===== src/rtl/rtc_timestamp.sv =====
// Time-of-day/day counter with prescaler, validated time-set port and event timestamp capture.
// Latency: outputs registered, one edge after the inputs; no flow control, capture and set never stall.
// Backpressure: none, every set request is accepted or rejected on its own edge.
module rtc_timestamp #(
    parameter int CLK_DIV  = 1,
    parameter int HOUR_MOD = 24,
    parameter int DAY_W    = 8
) (
    input  logic              clk,
    input  logic              rst,
    input  logic              en,
    input  logic              set_valid,
    input  logic [DAY_W-1:0]  set_day,
    input  logic [4:0]        set_hours,
    input  logic [5:0]        set_minutes,
    input  logic [5:0]        set_seconds,
    output logic              set_err,
    input  logic              event_in,
    output logic [DAY_W+16:0] horario,
    output logic              sec_tick,
    output logic [DAY_W+16:0] stamp,
    output logic              stamp_valid
);

    localparam int             PW        = (CLK_DIV > 1) ? $clog2(CLK_DIV) : 1;
    localparam logic [PW-1:0]  PRE_LAST  = PW'(CLK_DIV - 1);
    localparam logic [5:0]     HOUR_LIM  = 6'(HOUR_MOD);
    localparam logic [4:0]     HOUR_LAST = 5'(HOUR_MOD - 1);
    localparam logic [5:0]     SIXTY     = 6'd60;
    localparam logic [5:0]     LAST_MS   = 6'd59;

    logic [PW-1:0]      pre_q, pre_d;
    logic [DAY_W-1:0]   day_q, day_d;
    logic [4:0]         hr_q, hr_d;
    logic [5:0]         min_q, min_d;
    logic [5:0]         sec_q, sec_d;
    logic               tick_q, tick_d;
    logic               err_q, err_d;
    logic [DAY_W+16:0]  stamp_q, stamp_d;
    logic               stv_q, stv_d;

    logic tick;
    logic set_in_range;
    logic set_ok;

    assign tick         = en && (pre_q == PRE_LAST);
    assign set_in_range = ({1'b0, set_hours} < HOUR_LIM) && (set_minutes < SIXTY)
                          && (set_seconds < SIXTY);
    assign set_ok       = set_valid && set_in_range;

    assign horario     = {day_q, hr_q, min_q, sec_q};
    assign sec_tick    = tick_q;
    assign set_err     = err_q;
    assign stamp       = stamp_q;
    assign stamp_valid = stv_q;

    always_comb begin
        pre_d   = pre_q;
        day_d   = day_q;
        hr_d    = hr_q;
        min_d   = min_q;
        sec_d   = sec_q;
        tick_d  = 1'b0;
        err_d   = set_valid && !set_in_range;
        stamp_d = stamp_q;
        stv_d   = stv_q;

        // A valid set wins over a coincident tick; the tick is simply lost.
        if (set_ok) begin
            pre_d = '0;
            day_d = set_day;
            hr_d  = set_hours;
            min_d = set_minutes;
            sec_d = set_seconds;
        end else if (tick) begin
            pre_d  = '0;
            tick_d = 1'b1;
            if (sec_q == LAST_MS) begin
                sec_d = '0;
                if (min_q == LAST_MS) begin
                    min_d = '0;
                    if (hr_q == HOUR_LAST) begin
                        hr_d  = '0;
                        day_d = day_q + DAY_W'(1);
                    end else begin
                        hr_d = hr_q + 5'd1;
                    end
                end else begin
                    min_d = min_q + 6'd1;
                end
            end else begin
                sec_d = sec_q + 6'd1;
            end
        end else if (en) begin
            pre_d = pre_q + PW'(1);
        end

        // Capture always sees the time as it stood before this edge.
        if (event_in) begin
            stamp_d = horario;
            stv_d   = 1'b1;
        end
    end

    always_ff @(posedge clk) begin
        if (rst) begin
            pre_q   <= '0;
            day_q   <= '0;
            hr_q    <= '0;
            min_q   <= '0;
            sec_q   <= '0;
            tick_q  <= 1'b0;
            err_q   <= 1'b0;
            stamp_q <= '0;
            stv_q   <= 1'b0;
        end else begin
            pre_q   <= pre_d;
            day_q   <= day_d;
            hr_q    <= hr_d;
            min_q   <= min_d;
            sec_q   <= sec_d;
            tick_q  <= tick_d;
            err_q   <= err_d;
            stamp_q <= stamp_d;
            stv_q   <= stv_d;
        end
    end

endmodule

===== config.mk =====
export PLATFORM = sky130hd
export DESIGN_NAME = rtc_timestamp
export DESIGN_NICKNAME = d
export VERILOG_FILES = /design/src/rtl/rtc_timestamp.sv
export SDC_FILE = /design/constraint.sdc
export NUM_CORES = 1
export LEC_CHECK = 0
export ABC_AREA = 0
export BUFFER_PORTS_ARGS = -buffer_cell sky130_fd_sc_hd__buf_2
export CAP_MARGIN = 20
export CORE_MARGIN = 2
export CORE_UTILIZATION = 50
export CTS_CLUSTER_SIZE = 40
export DETAILED_ROUTE_END_ITERATION = 12
export PLACE_DENSITY = 0.77
export SLEW_MARGIN = 20
export SYNTH_ARGS = -nofsm -noshare
export SYNTH_HDL_FRONTEND = slang
export SYNTH_SLANG_ARGS = --single-unit
export TNS_END_PERCENT = 5

===== constraint.sdc =====
create_clock -name clk -period 2.5 [get_ports clk]
set_input_delay 0.25 -clock clk [delete_from_list [all_inputs] [get_ports clk]]
set_output_delay 0.25 -clock clk [all_outputs]
set_load 0.03 [all_outputs]

==> impl_metrics.csv <==
group,metric,value,unit
route,via_per_inst,5.524,
global_routing,grt_overflow,0,
pwr,power.leakage,0.001416,uW
run_status,outcome,"completed",
route,ant_nets,0,
pwr,p_sw,557.3,uW
global_routing,grt_use_total,0.2229,
clock_tree,clockBufferDepth,2,
route,vias,2370,
global_routing,grt_max_degree,32,
global_routing,antenna_found_initial,0,
clock_tree,postCtsSetupBuffers,0,
clock_tree,ctsResizeCount,0,
worst_setup_path,cp_data_arrival_time,2.51,ns
pwr,p_int,1329,uW
synth,async_flop_share,0,
worst_setup_path,end_kind,"flip-flop",
clock_tree,clkTransAtPathRegs,0.10,ns
sta,hold_viol,0,
route,routedWlPerCell,13.75,um
finish,area_growth,23.86,%
synth,netlist_area,0.002470,sq mm
sta,worst-slew-pin-transition,0.7757,ns
sta,fin_setup_tns,0,ns
worst_setup_path,worst-path-max-fanout,12,
flow_run,drv_cap,0,
clock_tree,root_buffer,"clkbuf_8",
clock_tree,cts-htree-levels,2,
synth,yosys_register_bits,54,
clock_tree,cts_buffers,5,
sta,rsz0062_at_grt,"no",
floorplanning,core_region_area,0.004755,sq mm
place,place_congestion,0.8146,
sta,setup_viol,0,
synth,synth_ff_type,"dfxtp_1",
global_routing,grt_pass1_vias,2094,
route,drt_iter0_markers,130,
synth,synth_area_leaders,"dfxtp_1, mux2i_1, nor2_1",
synth,synthCells,283,
clock_tree,cts_tree,"yes",
sta,worst_slack,0.2155,ns
pwr,vdd_drop_max,0.4264,mV
floorplanning,die_x,74.29,um
clock_tree,postCtsHoldBufs,0,
worst_setup_path,critPathKind,"reg2reg",
synth,post_synth_num_cell_types,41,
pwr,p_clk_frac,0.304,
worst_setup_path,required,2.73,ns
synth,syn-num-nets,317,
floorplanning,floorplan.die_area,0.005518,sq mm
synth,ys_warn_count,0,
finish,final_common_cell,"buf_2",
finish,finalNetCount,395,
synth,synth_largest_area_cell,"dfxtp_1",
finish,drive_gt1_frac,0.2762,
pwr,p_comb_frac,0.186,
finish,mostFrequentLayoutCells,"buf_2, dfxtp_1, nor2_1, mux2i_1, nand2_1",
worst_setup_path,worstSetupStartpointType,"flip-flop",
floorplanning,io_pins,83,
synth,synth_edf_count,0,
pwr,p_per_area,616.6,mW/mm^2
sta,fin_crit,2.284,ns
clock_tree,clk_latency,0.31,ns
route,post-route-drc-count,0,
global_routing,grt_first_pass_wirelength,9577,um
place,pre_cts_ws,0.2543,ns
floorplanning,die_h,74.29,um
clock_tree,clkSinkCount,54,
synth,syn_area_per_cell,8.727,sq um
sta,relSlewSlack,0.4829,
sta,fmax,437.7,MHz
sta,finalMaxSlewViolations,0,
finish,antennaDiodeCount,0,
route,dr.pass1.iters,4,
floorplanning,start_util,0.5195,
sta,min_period_over_period,0.9138,
sta,clock_skew,0.007626,ns
place,dp_hpwl,4197,um
synth,synth_top_area_frac,0.4377,
route,wirelength,5898,um
hold_path,worstHoldPathType,"in2reg",
pwr,swShare,0.2955,
place,numPortBuffers,82,
pwr,p_seq_frac,0.510,
synth,ys_seq_area_frac,0.4377,
floorplanning,core.rowCount,25,
cell usage after synthesis, drive strengths merged (2+ instances only):
master  instances
dfxtp          54
o211ai          2
o21ai          12
mux2i          27
a211oi         10
o311ai          5
clkbuf         16
nand4           4
ha              4
a311oi          5
nand2b          2
nor2           51
and2            8
a21oi          13
nand2          20
nor3           17
or3             2
and4            2
nand3           9
or4b            2
power groups by stage:
stage               Combinational, uW  Clock [uW]  Sequential [uW]
floorplan                         144           0             1070
global placement                  348           0              977
detailed placement                352           0              980
CTS                               354         593              961
global route                      385         616              970
finish                            352         573              961
path summary, 6_finish.rpt:
| kind | to | cells past startpoint | from | slack (ns) |
|---|---|---|---|---|
| worst max register to register | hr_q[4] | 5 | min_q[0] | 0.22 |
| worst max-delay path | hr_q[4] | 5 | min_q[0] | 0.22 |
| worst min-delay path | pre_q | 2 | en | 0.15 |
| worst min register to register | stamp_valid | 2 | stamp_valid | 0.47 |
flip-flops by register name, indices dropped and copies added, names as in the netlist:
signal and count:
day_q 8, hr_q 5, min_q 6, pre_q 1, sec_q 6, sec_tick 1
set_err 1, stamp 25, stamp_valid 1
per-stage QoR:
stage | power (uW) | cell area (sq um) | instances | util | hold slack [ns]
6_report | 1886 | 3059 | 429 | 0.6434 | 0.1547
2_1_floorplan | 1211 | 2470 | 283 | - | 0.3267
4_1_cts | 1907 | 3059 | 429 | 0.6434 | 0.1433
5_1_grt | 1971 | 3059 | 429 | 0.6434 | 0.1474
3_5_place_dp | 1333 | 2950 | 421 | 0.6205 | 0.4530
3_3_place_gp | 1325 | 2950 | 421 | 0.6205 | 0.4405
layer usage:
metal,global-route usage,routed length [um]
met5,0,0
met4,0.07937,81
met3,0.05420,379
met2,0.3819,2788
met1,0.2740,2648
layout make-up:
cell class	instances	area [sq um]
Fill cell	455	1695
Inverter	1	3.754
Clock buffer	5	68.82
Timing Repair Buffer	88	467.9
Sequential cell	54	1081
Multi-Input combinational cell	211	1314
Clock inverter	3	40.04
Tap cell	67	83.83
kinds of logic (layout without fill, tap and decap cells):
family / count (synthesis) / count (layout) / share of synthesized area
buffers and inverters: 18 / 97 / 0.03039
and+or+nand+nor: 125 / 125 / 0.2497
DFF: 54 / 54 / 0.4377
muxes: 27 / 27 / 0.1094
adders and majority gates: 4 / 4 / 0.02026
AOI/OAI and AO/OA: 53 / 53 / 0.1454
xor gates and xnor gates: 2 / 2 / 0.007093
worst max-delay path, cell delays in order, from the launching register on:
cell      delay (ns)
dfxtp_1         0.42
ha_1            0.22
nand4_1         0.15
or4b_4          0.64
or4b_1          0.53
a311oi_1        0.25
Note: power is estimated with default switching activity, not from simulation.
